**config.mk**
```make
export PLATFORM = sky130hd
export DESIGN_NAME = cfg_stream_loader
export DESIGN_NICKNAME = d
export VERILOG_FILES = /design/src/rtl/cfg_loader_pkg.sv /design/src/rtl/cfg_word_assembler.sv /design/src/rtl/cfg_stream_loader.sv
export SDC_FILE = /design/constraint.sdc
export NUM_CORES = 1
export LEC_CHECK = 0
export ABC_AREA = 1
export CAP_MARGIN = 20
export CORE_MARGIN = 4
export CORE_UTILIZATION = 35
export CTS_CLUSTER_SIZE = 25
export DETAILED_ROUTE_END_ITERATION = 7
export GPL_TIMING_DRIVEN = 0
export HOLD_SLACK_MARGIN = 0.05
export PLACE_DENSITY = 0.65
export SYNTH_ARGS = -nofsm -noshare
export SYNTH_HDL_FRONTEND = slang
export SYNTH_SLANG_ARGS = --single-unit
```
**constraint.sdc**
```tcl
create_clock -name clock -period 5.5 [get_ports clock]
set_input_delay 1.65 -clock clock [delete_from_list [all_inputs] [get_ports clock]]
set_output_delay 1.65 -clock clock [all_outputs]
set_load 0.005 [all_outputs]
```
**src/rtl/cfg_loader_pkg.sv**
```systemverilog
// cfg_loader_pkg: shared state encoding, default sizes and beat-count helper for the config loader
package cfg_loader_pkg;
  localparam int DEF_WORD_W     = 320;
  localparam int DEF_NUM_WORDS  = 172;
  localparam int DEF_IN_W       = 8;
  localparam int DEF_SETTLE_CYC = 10;
  typedef enum logic [2:0] {IDLE, ASSEMBLE, WRITE, SETTLE, ENABLE, DONE} state_t;
  function automatic int beats(input int word_w, input int in_w);
    return word_w / in_w;
  endfunction
endpackage

```
**src/rtl/cfg_word_assembler.sv**
```systemverilog
// cfg_word_assembler: packs LSB-first stream beats into one configuration word
module cfg_word_assembler
  import cfg_loader_pkg::*;
#(
  parameter int WORD_W = DEF_WORD_W,
  parameter int IN_W   = DEF_IN_W
) (
  input  logic              clock,
  input  logic              rst_n,
  input  logic              i_clear,
  input  logic              i_accept,
  input  logic [IN_W-1:0]   i_data,
  output logic [WORD_W-1:0] o_word,
  output logic              o_word_done
);
  localparam int BEATS = beats(WORD_W, IN_W);
  localparam int CW    = BEATS > 1 ? $clog2(BEATS) : 1;
  if (WORD_W % IN_W != 0) begin : g_bad_width
    $error("cfg_word_assembler: WORD_W must be a multiple of IN_W");
  end
  logic [CW-1:0]     r_cnt;
  logic [WORD_W-1:0] r_word;
  assign o_word      = r_word;
  assign o_word_done = i_accept && (r_cnt == CW'(BEATS - 1));
  // beat counter wraps after the last beat so the next word starts at slice 0
  always_ff @(posedge clock or negedge rst_n) begin
    if (!rst_n) r_cnt <= '0;
    else if (i_clear) r_cnt <= '0;
    else if (i_accept) r_cnt <= o_word_done ? '0 : r_cnt + CW'(1);
  end
  // each accepted beat overwrites its own slice; the word is otherwise held
  always_ff @(posedge clock or negedge rst_n) begin
    if (!rst_n) r_word <= '0;
    else if (i_clear) r_word <= '0;
    else if (i_accept)
      for (int k = 0; k < BEATS; k++)
        if (r_cnt == CW'(k)) r_word[k*IN_W +: IN_W] <= i_data;
  end
endmodule

```
**src/rtl/cfg_stream_loader.sv**
```systemverilog
// cfg_stream_loader: receives a beat stream, writes configuration words, then enables the fabric
module cfg_stream_loader
  import cfg_loader_pkg::*;
#(
  parameter int WORD_W     = DEF_WORD_W,
  parameter int NUM_WORDS  = DEF_NUM_WORDS,
  parameter int IN_W       = DEF_IN_W,
  parameter int SETTLE_CYC = DEF_SETTLE_CYC
) (
  input  logic                         clock,
  input  logic                         rst_n,
  input  logic                         start,
  input  logic                         abort,
  input  logic [IN_W-1:0]              s_data,
  input  logic                         s_valid,
  output logic                         s_ready,
  output logic [WORD_W-1:0]            configs_in,
  output logic [NUM_WORDS-1:0]         configs_en,
  output logic                         ff_en,
  output logic                         rdy,
  output logic                         busy,
  output logic [$clog2(NUM_WORDS)-1:0] word_idx
);
  localparam int IW = $clog2(NUM_WORDS);
  localparam int SW = $clog2(SETTLE_CYC + 1);
  if (SETTLE_CYC < 1) begin : g_bad_settle
    $error("cfg_stream_loader: SETTLE_CYC must be at least 1");
  end
  state_t        r_state, w_next;
  logic [IW-1:0] r_word_idx;
  logic [SW-1:0] r_settle;
  logic          w_go, w_accept, w_word_done, w_last;
  assign w_go     = start && !abort && (r_state == IDLE || r_state == DONE);
  assign w_accept = s_valid && s_ready && !abort;
  assign w_last   = r_word_idx == IW'(NUM_WORDS - 1);
  assign s_ready    = r_state == ASSEMBLE;
  assign busy       = r_state == ASSEMBLE || r_state == WRITE || r_state == SETTLE || r_state == ENABLE;
  assign ff_en      = r_state == ENABLE || r_state == DONE;
  assign rdy        = r_state == DONE;
  assign configs_en = (r_state == WRITE) ? (NUM_WORDS'(1) << r_word_idx) : '0;
  assign word_idx   = r_word_idx;
  cfg_word_assembler #(.WORD_W(WORD_W), .IN_W(IN_W)) u_asm (
    .clock       (clock),
    .rst_n       (rst_n),
    .i_clear     (w_go),
    .i_accept    (w_accept),
    .i_data      (s_data),
    .o_word      (configs_in),
    .o_word_done (w_word_done)
  );
  // state register
  always_ff @(posedge clock or negedge rst_n) begin
    if (!rst_n) r_state <= IDLE;
    else r_state <= w_next;
  end
  // next-state logic; abort overrides everything, start only counts when not busy
  always_comb begin
    w_next = r_state;
    if (abort) w_next = IDLE;
    else
      case (r_state)
        IDLE, DONE: if (start) w_next = ASSEMBLE;
        ASSEMBLE:   if (w_word_done) w_next = WRITE;
        WRITE:      w_next = w_last ? SETTLE : ASSEMBLE;
        SETTLE:     if (r_settle == SW'(SETTLE_CYC - 1)) w_next = ENABLE;
        ENABLE:     w_next = DONE;
        default:    w_next = IDLE;
      endcase
  end
  // word index restarts on a new load and advances after each non-final write
  always_ff @(posedge clock or negedge rst_n) begin
    if (!rst_n) r_word_idx <= '0;
    else if (w_go) r_word_idx <= '0;
    else if (r_state == WRITE && !abort && !w_last) r_word_idx <= r_word_idx + IW'(1);
  end
  // settle counter runs from the last write until the fabric is enabled
  always_ff @(posedge clock or negedge rst_n) begin
    if (!rst_n) r_settle <= '0;
    else if (r_state == WRITE) r_settle <= '0;
    else if (r_state == SETTLE) r_settle <= r_settle + SW'(1);
  end
endmodule

```
==> flow_summary.yaml <==
route:
  firstDrtPassIters: 5
  drt_first_iter_violations: 1038
  wirelength_um: 62500
  avgViaCountPerCell: 5.23
  wire_per_inst_um: 21.6
  drc: 0
  dr_total_vias: 15091
  ant_nets: 0
timing:
  rsz0062_at_grt: "false"
  period_needed_ns: 5.06
  slew_violations: 0
  worst_pin_slew_ns: 0.861
  hold_viol_final: 0
  fin_crit_sh_pct: 92.0
  hold_slack_ns: 0.488
  setup_tns_ns: 0
  fmax_ghz: 0.198
  final.setup_skew_ns: 0.0231
  worst_slew_margin_rel_pct: 42.6
  finalSetupViolations: 0
synthesis:
  ys_seq_elements: 341
  avgSynthCellArea_sq_um: 8.53
  synth_area_leaders: "dfrtp_1 (57%), nand3_1 (12%), o21ai_0 (8.2%)"
  synthCells: 1767
  synth_seq_area_share_pct: 56.6
  synth_area_sq_mm: 0.0151
  yosysUniqueCellTypes: 29
  yosys.area.top_type: "dfrtp_1"
  syn_nets: 1792
  synth_warnings: 0
  yosysTopAreaCellShare_pct: 56.6
clock_tree:
  cts.sinks: 341
  clk-insertion-delay-late_ns: 0.53
  cts_root_buf: "clkbuf_16"
  h-tree-depth: 2
  clk_pin_slew_worst_paths_ns: 0.06
  cts_tree: "built"
  ctsHoldBuffers: 0
  cts_setup_buffers: 0
  numCtsBuffers: 37
  ctsResizeCount: 0
  clock_path_buffers: 3
floorplanning:
  initial_core_util_pct: 35.7
  num_io_pins: 517
  fp.dieW_um: 216
  die_y_um: 216
  row_count: 75
  die-area_sq_mm: 0.0465
  core_sq_mm: 0.0422
worst_setup_path:
  critPathRequiredTime_ns: 3.85
  rrSetupSlack_ns: 3.15
  reg2reg_from: "r_state[2]"
  crit_type: "reg -> out"
  rr_endpoint: "u_asm.o_word[171]"
  crit_path_start_kind: "register"
  r2r_cells: 8
  critPathArrivalTime_ns: 3.41
  cp-end-kind: "output port"
  worst-path-max-fanout: 10
outcome:
  status: "finished, final reports clean"
power:
  vdd_drop_max_mv: 0.237
  p_leak_nw: 9.59
  p_per_area_mw_per_mm2: 289
  power_mw: 6.39
finish:
  stdcell_count: 2887
  drive_gt1_share_pct: 5.46
  fin_nets: 2349
  syn2layout_area_growth_pct: 46.5
worst_hold_path:
  worstHoldEndpoint: "u_asm.o_word[315]"
  min_path_type: "reg -> reg"
  min_from: "u_asm.o_word[315]"
  hold_depth: 2
global_route:
  grtUsageTotal_pct: 25.7
  grt.overflow.total: 0
  grt_pass1_vias: 14659
  antenna_found_initial: 2
  grt_pass1_wl_um: 92900
  grt_max_degree: 122
placement:
  dpl.hpwl_um: 47600
  io_buffers: 516
  dp_cells: 2824
  finalWeightedCongestion: 0.918
job:
  cap_violations: 0
per-layer routing:
layer,vias up,track usage (%),routed length (um)
met5,-,0,0
met4,0,10.0,2720
met3,128,7.37,5220
met2,611,46.2,31800
met1,7409,28.8,22800
li1,6943,-,-
critical path, cell delays in order, from the launching register on:
cell	delay [ns]
dfrtp_1	0.36
buf_4	0.16
nor2_1	0.25
nand2_1	0.17
nor2_1	0.19
nand2_1	0.27
clkbuf_1	0.38
nor2_1	0.49
clkdlybuf4s50_1	0.60
cells by family after synthesis:
group / Yosys count / share of synthesized area, %
xor gates and xnor gates: 6 / 0.349
buffers and inverters: 204 / 5.80
DFF: 341 / 56.6
adders and majority gates: 12 / 0.996
and+or+nand+nor: 949 / 27.8
AOI/OAI and AO/OA: 255 / 8.49
layout by cell type, fill, tap and decap left out, drive strengths merged, types with 2 or more instances in the layout:
| master | n |
|---|---|
| a21oi | 4 |
| buf | 56 |
| clkbuf | 127 |
| clkdlybuf4s50 | 515 |
| clkinv | 15 |
| clkinvlp | 2 |
| dfrtp | 341 |
| diode | 2 |
| ha | 12 |
| inv | 68 |
| nand2 | 330 |
| nand3 | 367 |
| nand4 | 7 |
| nor2 | 240 |
| nor3 | 5 |
| o21ai | 249 |
| xor2 | 5 |
Yosys cell counts (all sizes together):
master / count
nand3: 367
dfrtp: 341
nand2: 330
o21ai: 249
nor2: 240
clkbuf: 73
inv: 68
buf: 53
ha: 12
clkinv: 10
nand4: 7
nor3: 5
xor2: 5
a21oi: 4
a211oi: 1
o22ai: 1
xnor2: 1
flip-flops by register name, indices dropped and copies added (netlist names):
name and count:
r_settle 4, r_state 3, u_asm.r_cnt 6, word_idx 8
u_asm.o_word 320
final cells by class:
class	count	area, sq um
fill	3989	20100
sequential	341	8530
multi-input combinational	1222	5670
timing repair buffer	518	5230
clock buffer	54	1060
tap	539	674
buffer	126	582
inverter	78	293
clock inverter	7	51.3
antenna	2	5.00
worst max path at each step:
stage,start,endpoint,slack [ns],depth (start not counted)
floorplan,r_state[2],configs_en[72],2.42,7
global placement,rst_n,word_idx[2],-12.00,1
detailed placement,r_state[2],configs_en[86],1.04,8
CTS,r_state[2],configs_en[86],0.46,8
global route,r_state[2],configs_en[86],0.36,8
finish,r_state[2],configs_en[86],0.44,8
per-stage QoR:
stage	worst slack, ns	instance area [sq um]	utilization [%]
2_1_floorplan	2.42	15100	-
3_3_place_gp	-12.00	20900	49.5
3_5_place_dp	1.04	21000	49.7
4_1_cts	0.458	22100	52.3
5_1_grt	0.364	22100	52.3
6_report	0.438	22100	52.3
power by group:
group / internal, mW / total [mW] / switching [mW]
combinational: 0.415 / 1.31 / 0.896
sequential: 2.64 / 2.74 / 0.103
clock: 1.34 / 2.33 / 0.998
No activity file was read; power rests on OpenSTA's default activity.
